**src/rtl/hazard_scoreboard.sv**
```systemverilog
// Consumer-side hazard controller: tracks in-flight destinations/Tnew in EX, MEM, WB,
// resolves stall and forwarding source for the ID instruction, and owns the mult/div busy counter.
module hazard_scoreboard #(
  parameter int MULT_CYCLES = 5,
  parameter int DIV_CYCLES  = 10
) (
  input  logic       clk,
  input  logic       reset,
  input  logic       flush,
  input  logic [6:0] id_rs_ura,
  input  logic [6:0] id_rt_ura,
  input  logic       id_rs_used,
  input  logic       id_rt_used,
  input  logic [1:0] id_rs_tuse,
  input  logic [1:0] id_rt_tuse,
  input  logic [6:0] id_rd_ura,
  input  logic [1:0] id_tnew,
  input  logic       id_md_start,
  input  logic       id_md_div,
  input  logic       id_md_access,
  output logic       stall,
  output logic [1:0] fwd_rs_sel,
  output logic [1:0] fwd_rt_sel,
  output logic [6:0] ex_rd_ura,
  output logic [6:0] mem_rd_ura,
  output logic [6:0] wb_rd_ura,
  output logic [1:0] ex_tnew,
  output logic [1:0] mem_tnew,
  output logic       md_busy
);

  logic [1:0] wb_tnew;
  logic [3:0] md_count;
  logic [2:0] rs_res;
  logic [2:0] rt_res;
  logic       md_stall;

  function automatic logic [1:0] sat_dec(input logic [1:0] x);
    return (x == 2'd0) ? 2'd0 : x - 2'd1;
  endfunction

  // Returns {stall, sel}; the youngest matching stage wins, older matches are ignored.
  function automatic logic [2:0] src_check(
    input logic       used,
    input logic [6:0] ura,
    input logic [1:0] tuse,
    input logic [6:0] e_ura,
    input logic [1:0] e_tnew,
    input logic [6:0] m_ura,
    input logic [1:0] m_tnew,
    input logic [6:0] w_ura,
    input logic [1:0] w_tnew
  );
    logic [2:0] res;
    res = 3'b000;
    if (used && ura != 7'h00 && ura != 7'h2F) begin
      if (e_ura == ura)      res = {e_tnew > tuse, 2'b01};
      else if (m_ura == ura) res = {m_tnew > tuse, 2'b10};
      else if (w_ura == ura) res = {w_tnew > tuse, 2'b11};
    end
    return res;
  endfunction

  always_comb begin
    rs_res = src_check(id_rs_used, id_rs_ura, id_rs_tuse, ex_rd_ura, ex_tnew,
                       mem_rd_ura, mem_tnew, wb_rd_ura, wb_tnew);
    rt_res = src_check(id_rt_used, id_rt_ura, id_rt_tuse, ex_rd_ura, ex_tnew,
                       mem_rd_ura, mem_tnew, wb_rd_ura, wb_tnew);
    md_stall   = (id_md_access | id_md_start) & md_busy;
    stall      = !reset & (rs_res[2] | rt_res[2] | md_stall);
    fwd_rs_sel = reset ? 2'b00 : rs_res[1:0];
    fwd_rt_sel = reset ? 2'b00 : rt_res[1:0];
  end

  assign md_busy = (md_count != 4'd0);

  // EX/MEM/WB always advance; only the entry into EX and EX->MEM can be squashed.
  always_ff @(posedge clk) begin
    if (reset) begin
      ex_rd_ura  <= '0;
      ex_tnew    <= '0;
      mem_rd_ura <= '0;
      mem_tnew   <= '0;
      wb_rd_ura  <= '0;
      wb_tnew    <= '0;
      md_count   <= '0;
    end else begin
      if (flush || stall) begin
        ex_rd_ura <= '0;
        ex_tnew   <= '0;
      end else begin
        ex_rd_ura <= id_rd_ura;
        ex_tnew   <= id_tnew;
      end
      if (flush) begin
        mem_rd_ura <= '0;
        mem_tnew   <= '0;
      end else begin
        mem_rd_ura <= ex_rd_ura;
        mem_tnew   <= sat_dec(ex_tnew);
      end
      wb_rd_ura <= mem_rd_ura;
      wb_tnew   <= sat_dec(mem_tnew);
      // A started mult/div runs to completion even across a flush.
      if (id_md_start && !stall && !flush)
        md_count <= id_md_div ? 4'(DIV_CYCLES) : 4'(MULT_CYCLES);
      else if (md_count != 4'd0)
        md_count <= md_count - 4'd1;
    end
  end

endmodule

```
**config.mk**
```make
export PLATFORM = sky130hd
export DESIGN_NAME = hazard_scoreboard
export DESIGN_NICKNAME = d
export VERILOG_FILES = /design/src/rtl/hazard_scoreboard.sv
export SDC_FILE = /design/constraint.sdc
export NUM_CORES = 1
export LEC_CHECK = 0
export ABC_AREA = 1
export ABC_CLOCK_PERIOD_IN_PS = 1870
export CAP_MARGIN = 20
export CORE_MARGIN = 2
export CORE_UTILIZATION = 28
export DETAILED_ROUTE_END_ITERATION = 8
export GPL_TIMING_DRIVEN = 0
export HOLD_SLACK_MARGIN = 0.05
export PLACE_DENSITY = 0.57
export SYNTH_ARGS = -nofsm -noshare
export SYNTH_HDL_FRONTEND = slang
export SYNTH_SLANG_ARGS = --single-unit
```
**constraint.sdc**
```tcl
create_clock -name clk -period 1.87 [get_ports clk]
set_input_delay 0.187 -clock clk [delete_from_list [all_inputs] [get_ports clk]]
set_output_delay 0.187 -clock clk [all_outputs]
set_load 0.01 [all_outputs]
```
==> results of run 1 <==
synthesized netlist by cell type:
master / number
a21oi_1: 15
a21oi_2: 2
buf_2: 3
buf_4: 1
clkbuf_1: 1
clkbuf_2: 1
dfxtp_1: 31
ha_1: 16
inv_1: 57
inv_2: 6
nand2_1: 87
nand2_2: 3
nand2_4: 2
nand3_1: 13
nand3_2: 2
nand3_4: 1
nand4_1: 3
nor2_1: 50
nor2_2: 2
nor3_1: 13
o21ai_0: 4
o21ai_1: 1
or2_2: 1
xnor2_1: 16
xor2_1: 10
kinds of logic (layout without fill, tap and decap cells):
kind of cell	count (synthesis)	count (layout)	share of synthesized area (%)
simple gates	177	177	34.66
buf+inv	69	144	12.20
flops	31	31	28.28
xor+xnor	26	26	10.38
compound gates	22	22	5.359
fa+ha+maj	16	16	9.122
worst min-delay path, delay by kind of cell:
family	cells	cell delay (ns)
simple gates	1	0.03
buf+inv	2	0.45
power breakdown:
group	switching (mW)	internal [mW]
Sequential	0.0637	0.726
Combinational	0.466	0.414
Clock	0.270	0.431
Total	0.800	1.57
flip-flops by register name, summed over array words and instances (netlist names):
| register | count |
|---|---|
| ex_rd_ura | 7 |
| ex_tnew | 2 |
| md_count | 4 |
| mem_rd_ura | 7 |
| mem_tnew | 2 |
| wb_rd_ura | 7 |
| wb_tnew | 2 |
worst max path at each step:
stage          slack (ns)  cells after the start           to
3_3_place_gp        -0.65                     16        stall
6_report            -0.04                     12        stall
4_1_cts             -0.22                     14        stall
5_1_grt             -0.19                     14        stall
3_5_place_dp        -0.67                     16        stall
2_1_floorplan        0.23                     13  md_count[1]
final cells by class:
type	count	share of cell area (%)
timing repair buffer	67	19.45
sequential	31	20.07
buffer	6	0.9705
inverter	63	7.337
multi-input combinational	241	44.57
clock inverter	2	1.087
clock buffer	6	2.562
tap	102	3.960
per-layer routing:
layer	vias up	wire length, microns	global-route usage, %
met4	0	85	4.851
met1	1005	3022	19.59
li1	1184	-	-
met2	53	2843	24.03
met5	-	0	0
met3	7	284	3.173
timing repair:
action | CTS | global route
pin swaps | 5 | 14
hold buffers | 0 | 0
buffers inserted | 3 | 4
cloned | 0 | 0
gates resized for setup | 50 | 33
endpoints found under the setup margin | 6 | 18
through the flow:
stage                     utilization [%]  instances
final                               42.15        518
after global routing                42.15        518
after CTS                           40.74        514
after detailed placement            38.22        503
after global placement              38.22        503
after floorplan                         -        341
==> impl_metrics.yaml, run 1 <==
outcome:
  status: "finished with violations"
  violations: "setup timing"
detailed_routing:
  drc: 0
  wl_per_cell_microns: 12.04
  dr.first_iter.drc_count: 114
  num_vias: 2249
  antenna_left: 0
  drt-total-wl_microns: 6235
  via_per_inst: 4.342
  first_pass_iters: 4
placement:
  place.detailed.hpwl_microns: 4901
  detailed_place.area_sq_um: 2923
  dp_slack_ns: -0.6701
  io_buffers: 60
  gp_congestion: 0.8488
synth:
  syn_area_per_cell_sq_um: 6.436
  synth.cell_area_sq_um: 2195
  yosysUniqueCellTypes: 25
  synth_nets: 392
  yosysTopAreaCellShare_pct: 28.28
  synth_top_area_cell: "dfxtp_1"
  syn_inst: 341
  yosys-top-cells-area: "dfxtp_1 (28%), nand2_1 (15%), inv_1 (9.7%), ha_1 (9.1%), nor2_1 (8.6%)"
  seq_area_frac_synth_pct: 28.28
  ys_ff_latch: 31
  ys_warn_count: 0
cells_and_area:
  multiInputGateArea_sq_um: 1436
  design_area_sq_um: 3223
  insertedDiodeCount: 0
  area_delta_synth_final_pct: 46.86
  final_common_cell: "nand2_1"
  nets: 466
  drive_gt1_share_pct: 21.15
  fillerInstances: 787
  seq_area_sq_um: 646.9
  final_cell_mix: "nand2_1 (85), inv_1 (51), nor2_1 (43), clkdlybuf4s50_1 (43)"
sta:
  fin_setup_tns_ns: -0.04206
  tightest_slew_ns: 0.5936
  final_max_slew_viol_count: 0
  fin_worst_hold_slack_ns: 0.4076
  slew_headroom_pct: 60.43
  setup_viol: 1
  grt_setup_unrepaired: "yes"
  setup_ws_ns: -0.04206
  layout_min_cycle_time_ns: 1.912
  finClkSkew_ns: 0.009558
  post-route-period-util_pct: 102.2
  finalHoldViolCount: 0
  max_freq_mhz: 523.0
die:
  core_sq_um: 7647
  ios: 66
  rows: 32
  floorplan.initialDensity_pct: 28.70
  die_width_microns: 92.53
  dieArea_sq_um: 8562
  die_y_microns: 92.53
worst_setup_path:
  path_class: "primary input to output pin"
  critPathTopFamily: "buffers and inverters"
  reg2reg_slack_ns: 0.03
  start_kind: "primary input"
  cp-end-kind: "output pin"
  crit_path_top_delay_cell: "clkdlybuf4s50_1"
  required_ns: 1.68
  critPathMaxStageDelay_ns: 0.54
  cp-startpoint: "id_rt_tuse[0]"
  r2r-end: "md_count[1]"
  crit_fanout: 3
  r2r_start: "wb_rd_ura[1]"
  r2r_cells: 14
  cp_cell_sequence: "clkdlybuf4s50_1 -> ha_1 -> inv_1 -> a21oi_2 -> a21oi_1 -> a21oi_1 -> nand2_1 -> nand2_2 -> nand3_2 -> nand2_4 -> inv_2 -> buf_6"
  crit_path_frequent_cell: "a21oi_1"
  path_buf_inv: 4
  crit_arrival_ns: 1.73
global_routing:
  grt_pass1_vias: 2067
  grt_max_degree: 11
  antenna_found_initial: 0
  grtUsageTotal_pct: 14.84
  grt_pass1_wl_microns: 9970
  overflow: 0
job:
  maxCapViolations: 0
min_path:
  min-delay-start: "id_rd_ura[4]"
  min_to: "ex_rd_ura[4]"
  min_path_cells: 3
  min_path_type: "primary input to flop"
cts:
  cts.path.max_buffers: 2
  clock_sinks: 31
  root_buffer: "clkbuf_8"
  cts.htree.levels: 2
  cts_tree: "built"
  clk-insertion-delay-late_ns: 0.29
  cts.reportedPaths.clkPinSlew_ns: 0.07
  cts-buffers-inserted: 5
pwr:
  power_density_nw_per_um2: 735.7
  vdd_drop_max_mv: 0.3456
  p_leak_nw: 1.481
  p_total_mw: 2.371
Note: power is estimated with default switching activity, not from simulation.
==> inputs of run 2 (changes only) <==
CORE_ASPECT_RATIO = 1.5   (was not set)
==> run 2 against run 1 <==
  * The flow now finishes without violations
  * Maximum frequency increased by 2.3%
  * Clock-buffer cell count increased by 2
  * First-iteration DRC count decreased by 38%
  * Flip-flop and latch count did not move
  * Sequential share of layout area fell by 0.26 points
  * Clock skew shrank 0.0068 ns
  * Die area grew 0.17%
  * Utilization up 1.7 points
  * Critical path type is now flop to output pin
  * Largest cell class unchanged
  * Highest routed layer unchanged
==> impl_metrics.yaml, run 2 (synthesis gave the netlist of run 1 again) <==
global_routing:
  grt_pass1_vias: 2236
  overflow: 0
  grt_pass1_wl_microns: 10090
  antenna_found_initial: 0
  grt_max_degree: 11
  grtUsageTotal_pct: 14.92
placement:
  io_buffers: 60
  place.detailed.hpwl_microns: 4973
  gp_congestion: 0.8583
  detailed_place.area_sq_um: 2923
worst_setup_path:
  required_ns: 1.68
  cp-end-kind: "output pin"
  path_buf_inv: 2
  crit_fanout: 4
  path_class: "flop to output pin"
  critPathMaxStageDelay_ns: 0.37
  cp_cell_sequence: "ha_4 -> a21oi_1 -> a21oi_1 -> a21oi_1 -> nand2_2 -> nand2_2 -> nand3_2 -> nand2_4 -> inv_2 -> buf_6"
  crit_path_frequent_cell: "a21oi_1"
  crit_arrival_ns: 1.68
  crit_path_top_delay_cell: "dfxtp_4"
  start_kind: "flop"
  critPathTopFamily: "flip-flops"
die:
  ios: 66
  dieArea_sq_um: 8577
  die_width_microns: 76.29
  rows: 39
  core_sq_um: 7612
  die_y_microns: 112.4
  floorplan.initialDensity_pct: 28.83
detailed_routing:
  num_vias: 2269
  drc: 0
  drt-total-wl_microns: 6317
  dr.first_iter.drc_count: 71
  via_per_inst: 4.397
  wl_per_cell_microns: 12.24
  first_pass_iters: 4
  antenna_left: 0
cts:
  cts.path.max_buffers: 2
  cts.reportedPaths.clkPinSlew_ns: 0.05
  cts-buffers-inserted: 5
  cts_tree: "built"
  root_buffer: "clkbuf_16"
  clock_sinks: 31
  clk-insertion-delay-late_ns: 0.27
  ctsHoldBuffers: 0
  cts.htree.levels: 2
sta:
  grt_setup_unrepaired: "yes"
  post-route-period-util_pct: 99.96
  tightest_slew_ns: 0.6521
  fin_setup_tns_ns: 0
  max_freq_mhz: 535.0
  finClkSkew_ns: 0.002725
  final_max_slew_viol_count: 0
  setup_viol: 0
  finalHoldViolCount: 0
  layout_min_cycle_time_ns: 1.869
  slew_headroom_pct: 56.53
cells_and_area:
  insertedDiodeCount: 0
  final_cell_mix: "nand2_1 (76), inv_1 (47), clkdlybuf4s50_1 (42), nor2_1 (40)"
  reg.largest.list: "ex_rd_ura (7), mem_rd_ura (7), wb_rd_ura (7)"
  fillerInstances: 796
  drive_gt1_share_pct: 26.33
  final_common_cell: "nand2_1"
  area_delta_synth_final_pct: 52.00
  nets: 464
  design_area_sq_um: 3336
  final_util_pct: 43.82
job:
  maxCapViolations: 0
pwr:
  vdd_drop_max_mv: 0.4776
  p_leak_nw: 1.481
  power_density_nw_per_um2: 772.5
outcome:
  status: "finished, final reports clean"
min_path:
  min_path_type: "primary input to flop"
==> run 2: cell type report <==
type / count / area, sq um / share of cell area (%)
Buffer: 6 / 31.28 / 0.9377
Clock buffer: 8 / 156.4 / 4.689
Inverter: 63 / 239.0 / 7.164
Multi-Input combinational cell: 241 / 1514 / 45.39
Sequential cell: 31 / 660.6 / 19.80
Tap cell: 102 / 127.6 / 3.826
Timing Repair Buffer: 65 / 606.8 / 18.19
==> run 2: worst paths after layout <==
| check | cells past startpoint | endpoint | slack, ns | startpoint |
|---|---|---|---|---|
| worst max-delay path | 10 | stall | 0.0007 | mem_tnew[1] |
| worst min-delay path | 3 | ex_rd_ura[0] | 0.43 | id_rd_ura[0] |
| worst max register to register | 13 | md_count[1] | 0.09 | mem_tnew[1] |
| worst min register to register | 1 | mem_tnew[0] | 0.45 | ex_tnew[0] |
==> run 2: metrics by stage <==
stage | hold WS [ns] | power [mW] | setup slack, ns | cells
6_report | 0.4252 | 2.577 | 0.0007447 | 516
5_1_grt | 0.4444 | 2.734 | -0.09221 | 516
4_1_cts | 0.4255 | 2.532 | -0.03583 | 514
3_5_place_dp | 0.4336 | 1.628 | -0.6921 | 503
3_3_place_gp | 0.4401 | 1.616 | -0.6627 | 503
2_1_floorplan | 0.2650 | 1.343 | 0.2294 | 341
==> run 2: timing repair <==
action,CTS,global route
setup buffers,3,4
gates resized for setup,67,51
pin swaps,17,27
setup endpoints to repair,7,18
==> run 2: tightest hold or removal path, stage by stage <==
cell             delay (ns)
clkdlybuf4s50_1        0.39
inv_1                  0.05
nor2_1                 0.03
==> run 2: where the power goes <==
| part | total, mW | internal, mW | switching (mW) | leakage (nW) |
|---|---|---|---|---|
| sequential | 0.789 | 0.726 | 0.0626 | 0.263 |
| combinational | 0.947 | 0.446 | 0.501 | 1.14 |
| clock | 0.841 | 0.566 | 0.276 | 0.0772 |
==> run 2: layer usage <==
metal  GRT usage [%]  vias up  wire [microns]
li1                -     1181               -
met1           15.96     1041            2549
met2           28.85       41            3465
met3           2.412        6             205
met4           5.697        0              97
met5               0        -               0
==> inputs of run 3 (changes only) <==
CORE_UTILIZATION = 45   (was 28)
PLACE_DENSITY = 0.82   (was 0.57)
==> run 3 against run 2 <==
  * The run now ends with setup timing left
  * Flip-flop and latch count stayed put
  * Wire length shrank 7.2%
  * Clock-buffer cell count stayed put
  * Largest power group unchanged
  * Highest routed layer unchanged
==> impl_metrics.yaml, run 3 (synthesis gave the netlist of run 1 again) <==
cells_and_area:
  design_area_sq_um: 3199
  drive_gt1_share_pct: 24.88
  final_cell_mix: "nand2_1 (82), inv_1 (45), clkdlybuf4s50_1 (42), nor2_1 (41), inv_2 (18)"
  insertedDiodeCount: 0
  reg.largest.list: "ex_rd_ura (7), mem_rd_ura (7), wb_rd_ura (7)"
  nets: 468
  final_common_cell: "nand2_1"
  area_delta_synth_final_pct: 45.78
  stdcell_count: 484
sta:
  post-route-period-util_pct: 101.6
  fin_setup_tns_ns: -0.03045
  grt_setup_unrepaired: "yes"
  tightest_slew_ns: 0.6291
  finalHoldViolCount: 0
  setup_ws_ns: -0.03045
  finClkSkew_ns: 0.005983
  final_max_slew_viol_count: 0
  fin_worst_hold_slack_ns: 0.4108
  setup_viol: 1
  slew_headroom_pct: 58.06
  max_freq_mhz: 526.2
  layout_min_cycle_time_ns: 1.900
cts:
  clock_sinks: 31
  clk-insertion-delay-late_ns: 0.29
  cts.htree.levels: 2
  cts_tree: "built"
  cts.path.max_buffers: 2
  cts-buffers-inserted: 5
  root_buffer: "clkbuf_8"
  cts.reportedPaths.clkPinSlew_ns: 0.07
  ctsHoldBuffers: 0
die:
  dieArea_sq_um: 5463
  rows: 31
  ios: 66
  die_width_microns: 61.02
  floorplan.initialDensity_pct: 46.00
  core_sq_um: 4771
  die_y_microns: 89.53
detailed_routing:
  first_pass_iters: 4
  drc: 0
  dr.first_iter.drc_count: 70
  drt-total-wl_microns: 5863
  antenna_left: 0
  num_vias: 2321
  wl_per_cell_microns: 12.11
  via_per_inst: 4.795
global_routing:
  antenna_found_initial: 0
  grt_max_degree: 11
  grt_pass1_wl_microns: 8997
  grt_pass1_vias: 2034
  overflow: 0
  grtUsageTotal_pct: 22.09
worst_setup_path:
  cp-startpoint: "mem_tnew[1]"
  critPathCapture: "stall"
  reg2reg_slack_ns: 0.02
  cp-end-kind: "output pin"
  crit_fanout: 4
  crit_arrival_ns: 1.71
  path_class: "flop to output pin"
  r2r-end: "md_count[1]"
  required_ns: 1.68
  start_kind: "flop"
  r2r_start: "mem_tnew[1]"
  r2r_cells: 12
outcome:
  violations: "setup timing"
  status: "finished with violations"
pwr:
  p_leak_nw: 1.483
  vdd_drop_max_mv: 0.5812
  power_density_nw_per_um2: 707.3
placement:
  dp_slack_ns: -0.5968
  detailed_place.area_sq_um: 2878
  place.detailed.hpwl_microns: 4419
  gp_congestion: 0.9027
  dp.cells: 467
  io_buffers: 60
job:
  maxCapViolations: 0
min_path:
  min_path_type: "primary input to flop"
==> run 3: how the worst min path moves through the flow <==
stage                            start            to  slack (ns)  cells after the start
after CTS                 id_rd_ura[1]  ex_rd_ura[1]        0.41                      3
after global routing      id_rd_ura[0]  ex_rd_ura[0]        0.43                      3
final                       id_tnew[1]    ex_tnew[1]        0.41                      3
after detailed placement   mem_tnew[0]    wb_tnew[0]        0.44                      1
after floorplan                  reset    wb_tnew[1]        0.26                      1
after global placement     mem_tnew[0]    wb_tnew[0]        0.44                      1
==> run 3: worst max-delay path, cell delays in order, from the launching register on <==
cell and delay, ns:
dfxtp_4 0.37, ha_4 0.25, a21oi_2 0.14, a21oi_2 0.05, a21oi_2 0.14, nand2_1 0.08, nand2_2 0.08, nand3_2 0.08
nand2_4 0.08, inv_2 0.04, buf_6 0.11
==> run 3: timing repair <==
| action | CTS | global route |
|---|---|---|
| resized for setup | 59 | 41 |
| endpoints found under the hold margin | 0 | 0 |
| endpoints found under the setup margin | 6 | 18 |
| cloned | 0 | 0 |
| pin swaps | 21 | 18 |
| setup buffers | 5 | 4 |
==> run 3: metal layers <==
layer / wire [microns] / global-route usage, % / up-vias
met5: 0 / 0 / -
met4: 117 / 9.289 / 0
met3: 273 / 3.907 / 10
met2: 3064 / 38.97 / 69
met1: 2406 / 25.40 / 1051
li1: - / - / 1191
==> run 3: cell type report <==
class / count / area [sq um]
flip-flops and latches: 31 / 658.1
multi-input cells: 241 / 1454
plain buffers: 6 / 31.28
repair buffers: 69 / 636.9
fillers: 385 / 1572
inverters: 63 / 236.5
clock buffers: 8 / 100.1
well taps: 66 / 82.58
==> run 3: where the power goes <==
group / leakage, nW / total [mW] / switching, mW / internal (mW)
sequential: 0.263 / 0.785 / 0.0595 / 0.726
combinational: 1.17 / 0.888 / 0.470 / 0.418
clock: 0.0515 / 0.590 / 0.254 / 0.336
total: 1.48 / 2.26 / 0.783 / 1.48
==> run 3: metrics by stage <==
step / util, % / total power, mW
6_report: 67.06 / 2.263
3_3_place_gp: 60.32 / 1.596
3_5_place_dp: 60.32 / 1.627
5_1_grt: 67.06 / 2.423
4_1_cts: 65.01 / 2.247
2_1_floorplan: - / 1.343
